===== src/rtl/door_sequencer.sv =====
// Garage-door supervisory sequencer: merges wall/remote requests, drives UP_M/DN_M,
// handles auto-reverse, travel watchdog and sticky FAULT. Optional auto-close: DOOR_AUTO_CLOSE_EN.
module door_sequencer #(
    parameter int CNT_W          = 16,
    parameter int TRAVEL_TIMEOUT = 500,
    parameter int AUTO_CLOSE_CYC = 1000
) (
    input  logic       CLK,
    input  logic       RST,
    input  logic       Btn_Wall,
    input  logic       Btn_Remote,
    input  logic       UP_Max,
    input  logic       DN_Max,
    input  logic       Obstruct,
    output logic       UP_M,
    output logic       DN_M,
    output logic       Fault,
    output logic [2:0] State
);

    typedef enum logic [2:0] {
        S_CLOSED  = 3'd0,
        S_OPENING = 3'd1,
        S_OPEN    = 3'd2,
        S_CLOSING = 3'd3,
        S_STOPPED = 3'd4,
        S_FAULT   = 3'd5
    } state_e;

`ifdef DOOR_AUTO_CLOSE_EN
    localparam bit AUTO_EN = 1'b1;
`else
    localparam bit AUTO_EN = 1'b0;
`endif

    localparam logic [CNT_W-1:0] TRAVEL_LAST = CNT_W'(TRAVEL_TIMEOUT - 1);
    localparam logic [CNT_W-1:0] AUTO_LAST   = CNT_W'(AUTO_CLOSE_CYC - 1);

    state_e           state_q, state_d;
    logic             last_dir_q, last_dir_d;  // 1 = last travel was up
    logic [CNT_W-1:0] cnt_q, cnt_d;
    logic             req_q;
    logic             req_lvl;
    logic             req;
    logic             travel_d;

    // A request is the rising edge of the OR, so overlapping presses merge into one.
    assign req_lvl = Btn_Wall | Btn_Remote;
    assign req     = req_lvl & ~req_q;

    always_comb begin
        state_d    = state_q;
        last_dir_d = last_dir_q;
        cnt_d      = cnt_q;
        travel_d   = 1'b0;

        if (state_q != S_FAULT && UP_Max && DN_Max) begin
            state_d = S_FAULT;
        end else begin
            case (state_q)
                S_STOPPED: begin
                    if (req) state_d = last_dir_q ? S_CLOSING : S_OPENING;
                end
                S_CLOSED: begin
                    if (req && !UP_Max) state_d = S_OPENING;
                end
                S_OPENING: begin
                    if (UP_Max) begin
                        state_d = S_OPEN;
                    end else if (cnt_q == TRAVEL_LAST) begin
                        state_d = S_FAULT;
                    end else if (req) begin
                        state_d    = S_STOPPED;
                        last_dir_d = 1'b1;
                    end
                end
                S_OPEN: begin
                    if (req) begin
                        state_d = S_CLOSING;
                    end else if (AUTO_EN && cnt_q == AUTO_LAST && !Obstruct) begin
                        state_d = S_CLOSING;
                    end
                end
                S_CLOSING: begin
                    if (DN_Max) begin
                        state_d = S_CLOSED;
                    end else if (Obstruct) begin
                        state_d = S_OPENING;
                    end else if (cnt_q == TRAVEL_LAST) begin
                        state_d = S_FAULT;
                    end else if (req) begin
                        state_d    = S_STOPPED;
                        last_dir_d = 1'b0;
                    end
                end
                S_FAULT: begin
                    state_d = S_FAULT;
                end
                default: begin
                    state_d = S_FAULT;
                end
            endcase
        end

        // Counter restarts on every entry into a timed state, including CLOSING->OPENING reversal.
        travel_d = (state_d == S_OPENING) || (state_d == S_CLOSING) || (state_d == S_OPEN);
        if (state_d != state_q && travel_d) begin
            cnt_d = '0;
        end else if (state_q == S_OPENING || state_q == S_CLOSING || state_q == S_OPEN) begin
            if (AUTO_EN && state_q == S_OPEN && Obstruct) begin
                cnt_d = '0;
            end else if (cnt_q != {CNT_W{1'b1}}) begin
                cnt_d = cnt_q + CNT_W'(1);
            end
        end
    end

    always_ff @(posedge CLK or negedge RST) begin
        if (!RST) begin
            state_q    <= S_STOPPED;
            last_dir_q <= 1'b0;
            cnt_q      <= '0;
            req_q      <= 1'b0;
        end else begin
            state_q    <= state_d;
            last_dir_q <= last_dir_d;
            cnt_q      <= cnt_d;
            req_q      <= req_lvl;
        end
    end

    assign UP_M  = (state_q == S_OPENING);
    assign DN_M  = (state_q == S_CLOSING);
    assign Fault = (state_q == S_FAULT);
    assign State = state_q;

endmodule


===== config.mk =====
export PLATFORM = sky130hd
export DESIGN_NAME = door_sequencer
export DESIGN_NICKNAME = d
export VERILOG_FILES = /design/src/rtl/door_sequencer.sv
export SDC_FILE = /design/constraint.sdc
export NUM_CORES = 1
export LEC_CHECK = 0
export ABC_AREA = 1
export BUFFER_PORTS_ARGS = -buffer_cell sky130_fd_sc_hd__buf_2
export CAP_MARGIN = 10
export CORE_ASPECT_RATIO = 1.2
export CORE_MARGIN = 8
export CORE_UTILIZATION = 44
export CTS_BUF_LIST = sky130_fd_sc_hd__clkbuf_16
export DETAILED_ROUTE_END_ITERATION = 7
export PLACE_DENSITY = 0.68
export SLEW_MARGIN = 5
export SYNTH_ARGS = -nofsm -noshare
export SYNTH_HDL_FRONTEND = slang
export SYNTH_SLANG_ARGS = --single-unit

===== constraint.sdc =====
create_clock -name CLK -period 4.6 [get_ports CLK]
set_clock_uncertainty 0.2 [all_clocks]
set_input_delay 0.23 -clock CLK [delete_from_list [all_inputs] [get_ports CLK]]
set_output_delay 0.23 -clock CLK [all_outputs]
set_load 0.05 [all_outputs]

==> results of run 1 <==
[layer usage]
| metal | GRT usage (%) | wire, um | up-vias |
|---|---|---|---|
| met5 | 0 | 0 | - |
| met4 | 5.75 | 75 | 0 |
| met3 | 1.85 | 65 | 7 |
| met2 | 21.4 | 1540 | 23 |
| met1 | 14.1 | 1370 | 578 |
| li1 | - | - | 670 |
[area by class of cell]
class | count | area, um^2 | area share [%]
tap | 36 | 45.0 | 2.82
timing repair buffer | 13 | 70.1 | 4.38
clock buffer | 3 | 75.1 | 4.69
multi-input combinational | 152 | 767 | 48.0
sequential | 21 | 527 | 32.9
inverter | 29 | 110 | 6.89
clock inverter | 1 | 5.00 | 0.313
[tightest hold or removal path: cells and delay by family]
kind                   cells  cell delay (ns)
buffers and inverters      2             0.11
AND/OR/NAND/NOR            1             0.08
[synth_stat cells, drive strengths merged]
master	count	area [um^2]
buf	2	26.3
ha	1	12.5
nor3	5	25.0
o21ai	9	48.8
o21bai	2	15.0
xor2	6	52.6
o31ai	1	7.51
xnor2	3	26.3
dfrtp	20	500
nand3	18	100
a21oi	3	15.0
nand4	5	31.3
dfstp	1	26.3
nor2	41	199
and3	1	6.26
o211ai	1	7.51
clkinv	1	5.00
inv	28	105
nand2	56	220
[flip-flops by register name, indices dropped and copies added (netlist names)]
name and cells:
last_dir_q 1, State 3, req_q 1, cnt_q 16
[per-stage QoR]
step | hold WS, ns | setup slack (ns) | total power, W | std cells
floorplan | -0.266 | 2.17 | 0.000617 | 204
global placement | 0.0123 | 2.38 | 0.000673 | 250
detailed placement | 0.0194 | 2.37 | 0.000676 | 250
CTS | 0.0149 | 2.36 | 0.000863 | 255
global route | 0.0481 | 2.13 | 0.000917 | 255
finish | 0.0160 | 2.37 | 0.000853 | 255
[final timing paths]
path	from	to	slack, ns	cells after the start
setup / recovery	State[0]	cnt_q[0]	2.37	11
hold / removal	Btn_Wall	req_q	0.02	3
setup reg to reg	State[0]	cnt_q[0]	2.37	11
hold reg to reg	last_dir_q	last_dir_q	0.30	2
max in group asynchronous	RST	State[2]	3.59	2
min in group asynchronous	RST	cnt_q[9]	0.26	2
[timing repair]
item | 4_1_cts | 5_1_grt
setup endpoints to repair | 0 | 0
endpoints found under the hold margin | 20 | 0
hold buffers | 1 | 0
[power groups by stage]
| stage | clock network, W | logic, W | registers (W) |
|---|---|---|---|
| detailed placement | 0 | 0.000413 | 0.000263 |
| finish | 0.000184 | 0.000408 | 0.000260 |
| global placement | 0 | 0.000410 | 0.000262 |
| global route | 0.000196 | 0.000456 | 0.000265 |
| floorplan | 0 | 0.000329 | 0.000289 |
| CTS | 0.000188 | 0.000415 | 0.000260 |
[cell families after synthesis]
family	Yosys count	synth area share, %
fa+ha+maj	1	0.875
xor+xnor	9	5.51
buf+inv	31	9.54
simple gates	126	40.7
compound gates	16	6.56
flops	21	36.8
==> summary.md, run 1 <==
| Metric | Value |
|---|---|
| Routability congestion estimate | 0.907 |
| DRT Wirelength | 3050 um |
| CTS tree | yes |
| Hold Vio Cnt, Final | 0 |
| Vias | 1278 |
| Measured slew at the worst slew-check pin | 0.484 ns |
| Worst Path Required | 4.52 ns |
| Drt first-iter violations | 59 |
| Clock power frac | 21.6% |
| Sequential area share after synthesis | 36.8% |
| VDD IR max | 0.412 mV |
| WS Path Type | flop to flop |
| Slowest stage cell, crit path | dfrtp_1 |
| P_sw | 0.000411 W |
| Initial antenna violation count | 0 |
| Initial Util | 46.4% |
| Die Ht | 78.5 um |
| CP arrival | 2.14 ns |
| Placed standard-cell area | 0.00151 mm^2 |
| Post-Syn Instances | 204 |
| Crit Path Max Fanout | 16 |
| Setup Fix Bufs, Post-CTS | 0 |
| Final Util | 51.9% |
| Final setup TNS | 0 ns |
| Cells along the critical path | nand2_2, nor2_4, nand3_2, nand2_1, nand3_1, nand2_1, nand2_2, clkinv_2, o21ai_2, nor2_4, nor2_1 |
| DRT antenna net count | 0 |
| Sw frac | 48.2% |
| Final net count | 228 |
| Fill count | 324 |
| Buffers & Inverters on Critical Path | 1 |
| I/O pin cnt | 13 |
| Period utilisation layout | 48.4% |
| Via/cell ratio | 5.01 |
| Commonest cells after routing, fill and taps aside | nand2_1, inv_1, nor2_1 |
| DRC errors left | 0 |
| Syn Nets | 212 |
| First-pass GRT wire length | 5260 um |
| Yosys reg bits | 21 |
| CORE AREA | 0.00308 mm^2 |
| Largest net degree at the start of global routing | 22 |
| Clk_lat worst skew | 0.25 ns |
| Min-Delay Path Class | input pin to flop |
| TritonCTS Sinks | 21 |
| Clock transition at path regs | 0.06 ns |
| Max_slew headroom | 67.7% |
| Total die area | 0.00534 mm^2 |
| Critical path startpoint category | flop |
| Synthesized area per cell | 7.01 um^2 |
| Max_cap viols | 0 |
| Layout cells sized above 1 | 18.3% |
| Area grow syn2layout | 11.8% |
| Most common cell after layout, fill and taps aside | nand2_1 |
| Tmin final | 2.23 ns |
| Clock buffer depth | 2 |
| Cts bufs inserted | 3 |
| Register share of total power | 30.5% |
| Fmax | 449 MHz |
| Vias in the first global route | 1240 |
| Drt first pass iters | 4 |
| DR WL/cell | 12.0 um |
| Design Area, Final | 0.00160 mm^2 |
| Leakage Power | 0.803 nW |
| Total GRT Usage | 12.3% |
| Internal power | 0.000442 W |
| Logic pwr share | 47.9% |
| Status | finished clean |
| I/O Buffers | 12 |
| H-tree levels | 1 |
| Ant. Diodes | 0 |
| Die width | 68.0 um |
| Setup crit end kind | flop |
| Final setup fails | 0 |
| Distinct cells, synth | 26 |
| Power Dens Cells | 533 mW/mm^2 |
| Slowest stage delay, CP | 0.53 ns |
| Area of the mapped netlist | 0.00143 mm^2 |
| Yosys warning count | 0 |
| Final HPWL DP | 2290 um |
| Clk root buf | clkbuf_16 |
| FP Rows | 22 |
| RSZ-0062 raised after global routing | no |
| GR Overflow Total | 0 |
| Number of gates resized after cts | 0 |
| Max Transition Viols Final | 0 |
| Top Family by Delay on Critical Path | simple AND/OR/NAND/NOR gates |
Power figures use the tool's default switching activity.
==> run 2: changes to the inputs <==
ABC_AREA = 0   (was 1)
clock period = 2.3 ns   (was 4.6 ns; I/O delays follow)
==> run 2 against run 1 <==
Compared with the run above: the run now ends with negative setup slack left; count of clock-buffer cells in the layout unchanged; clock power increased by 98%; via count increased by 14%; die area increased by 4.4%; critical endpoint is now cnt_q[13]; highest routed layer unchanged.
==> summary.md, run 2 <==
| Metric | Value |
|---|---|
| Clk_lat worst skew | 0.25 ns |
| Design Area, Final | 0.00211 mm^2 |
| Commonest cells after routing, fill and taps aside | buf_4, dfrtp_1, a21oi_2, buf_2, nand2_1 |
| Status | complete, but fails checks |
| FP Rows | 23 |
| Total GRT Usage | 14.6% |
| GR Overflow Total | 0 |
| Max_cap viols | 0 |
| Post-synthesis simple-gate area fraction | 22.0% |
| Clock transition at path regs | 0.06 ns |
| Ys async rst share | 100% |
| CORE AREA | 0.00331 mm^2 |
| Syn Nets | 163 |
| Post-synth EDFFs | 0 |
| Period utilisation layout | 108% |
| Commonest cells in the netlist | dfrtp_1, nand2_1, a21oi_2 |
| Total die area | 0.00557 mm^2 |
| Critical path startpoint category | flop |
| Post-synth top area share | 33.1% |
| Measured slew at the worst slew-check pin | 0.535 ns |
| Area of the mapped netlist | 0.00151 mm^2 |
| Initial antenna violation count | 0 |
| Die Ht | 80.2 um |
| RSZ-0062 raised after global routing | yes |
| Min-Delay Path Class | input pin to flop |
| Die width | 69.5 um |
| DRC errors left | 0 |
| Drt first pass iters | 4 |
| Main combinational cell family by area after synthesis | compound AO/OA/AOI/OAI gates |
| WS Path Type | flop to flop |
| Ys flop type | dfrtp_1 |
| Final net count | 218 |
| Most flops, register | cnt_q |
| Largest net degree at the start of global routing | 22 |
| Setup crit end kind | flop |
| Fmax | 403 MHz |
| Hold Vio Cnt, Final | 0 |
| H-tree levels | 1 |
| Max_slew headroom | 63.8% |
| Cts bufs inserted | 3 |
| Max Transition Viols Final | 0 |
| Worst Path Required | 2.27 ns |
| Leakage Power | 0.934 nW |
| CTS tree | yes |
| Layout cells sized above 1 | 46.4% |
| TritonCTS Sinks | 21 |
| I/O pin cnt | 13 |
| Clock buffer depth | 2 |
| Vias in the first global route | 1505 |
| Slowest stage delay, CP | 0.42 ns |
| DRT Wirelength | 4010 um |
| Most numerous cell in the Yosys netlist | dfrtp_1 |
| Post-synthesis mux area share | 0.663% |
| Clk root buf | clkbuf_16 |
| Final setup fails | 17 |
| Max reg flops | 16 |
| Drt first-iter violations | 70 |
| Yosys top cell by area | dfrtp_1 |
| Synth Area in Adders | 0.829% |
| I/O Buffers | 12 |
| Via/cell ratio | 5.91 |
| Most common cell after layout, fill and taps aside | buf_4 |
| Final setup TNS | -2.66 ns |
| Main area contributors after synthesis | dfrtp_1, a21oi_2, xor2_1, nand2_1, o21ai_0 |
| Ant. Diodes | 0 |
| Area grow syn2layout | 39.9% |
| Tmin final | 2.48 ns |
| Crit Path Max Fanout | 8 |
| Final HPWL DP | 3000 um |
| Placed standard-cell area | 0.00186 mm^2 |
| Setup WS post-layout | -0.179 ns |
| Distinct cells, synth | 53 |
| Initial Util | 45.6% |
| CP arrival | 2.45 ns |
| DRT antenna net count | 0 |
| Yosys reg bits | 21 |
| Cells along the critical path | ha_2, or3b_4, o41ai_4, buf_4, a2bb2oi_4, a311oi_4, buf_12, a22oi_1 |
| Post-Place Worst Slack | -0.282 ns |
| Post-Syn Instances | 155 |
| Yosys warning count | 0 |
| Failing checks | negative setup slack |
| Fill count | 260 |
| Routability congestion estimate | 0.864 |
| Synth Area in Compound Gates | 31.2% |
| Power Dens Cells | 1170 mW/mm^2 |
| Post-Synth XOR/XNOR Area | 6.38% |
| DR WL/cell | 16.3 um |
| Hold_ws | 0.0134 ns |
| Vias | 1455 |
| VDD IR max | 0.981 mV |
| Synthesized area per cell | 9.74 um^2 |
| Sequential area share after synthesis | 34.9% |
| Slowest stage cell, crit path | or3b_4 |
| First-pass GRT wire length | 6720 um |
==> run 2: cell count changes after synthesis, sizes merged, moves of 4 or more <==
cell,delta
a21oi,+13
and2,+5
inv,-25
nand2,-45
nand3,-12
nor2,-34
nor3,-4
o211ai,+4
or3,+4
==> run 2: final timing paths <==
| path | startpoint | endpoint | slack (ns) | cells past startpoint |
|---|---|---|---|---|
| min reg2reg | cnt_q[8] | cnt_q[8] | 0.41 | 2 |
| min in group asynchronous | RST | cnt_q[14] | 0.16 | 2 |
| max in group asynchronous | RST | State[1] | 1.37 | 2 |
| min | UP_Max | last_dir_q | 0.01 | 4 |
| max reg2reg | cnt_q[1] | cnt_q[13] | -0.18 | 8 |
| max | cnt_q[1] | cnt_q[13] | -0.18 | 8 |
==> run 2: stage by stage <==
step	instances	util (%)	power, W
6_report	246	63.8	0.00247
4_1_cts	241	62.3	0.00237
3_3_place_gp	231	56.1	0.00181
3_5_place_dp	231	56.1	0.00184
5_1_grt	246	63.8	0.00261
2_1_floorplan	155	-	0.00136
==> run 2: timing repair <==
item | 4_1_cts | 5_1_grt
pin swaps | 12 | 6
resized for setup | 12 | 5
hold endpoints to repair | 22 | 0
hold buffers | 3 | 0
endpoints found under the setup margin | 16 | 17
setup buffers | 3 | 6
==> run 2: area by class of cell <==
class / count / area, um^2 / share of cell area, %
multi-input cells: 126 / 1010 / 47.9
flip-flops and latches: 21 / 529 / 25.1
repair buffers: 55 / 434 / 20.6
clock buffers: 3 / 75.1 / 3.55
well taps: 37 / 46.3 / 2.19
inverters: 3 / 11.3 / 0.533
clock inverters: 1 / 3.75 / 0.178
==> run 2: critical path: cells and delay by family, from the launching register on <==
family | cells | cell delay [ns]
AOI/OAI and AO/OA | 4 | 0.82
adders and majority gates | 1 | 0.20
buffers and inverters | 2 | 0.40
DFF | 1 | 0.35
and+or+nand+nor | 1 | 0.42
==> run 2: metal layers <==
metal / vias to the layer above / global-route usage (%) / routed length (um)
met4: 0 / 8.01 / 136
met5: - / 0 / 0
met3: 16 / 3.45 / 224
met2: 49 / 26.9 / 2070
met1: 687 / 15.1 / 1570
li1: 703 / - / -
==> run 2: report_power, final <==
part           switching [W]  internal (W)  total (W)
registers          0.0000524      0.000437   0.000489
logic               0.000874      0.000743    0.00162
clock network       0.000133      0.000232   0.000365
==> run 2: kinds of logic (layout without fill, tap and decap cells) <==
| kind of cell | after synthesis | after routing |
|---|---|---|
| adder cells (fa/ha/maj) | 1 | 1 |
| AND/OR/NAND/NOR | 57 | 57 |
| buffers and inverters | 8 | 62 |
| flip-flops | 21 | 21 |
| multiplexers | 1 | 1 |
| AO/OA/AOI/OAI | 56 | 56 |
| XOR/XNOR | 11 | 11 |
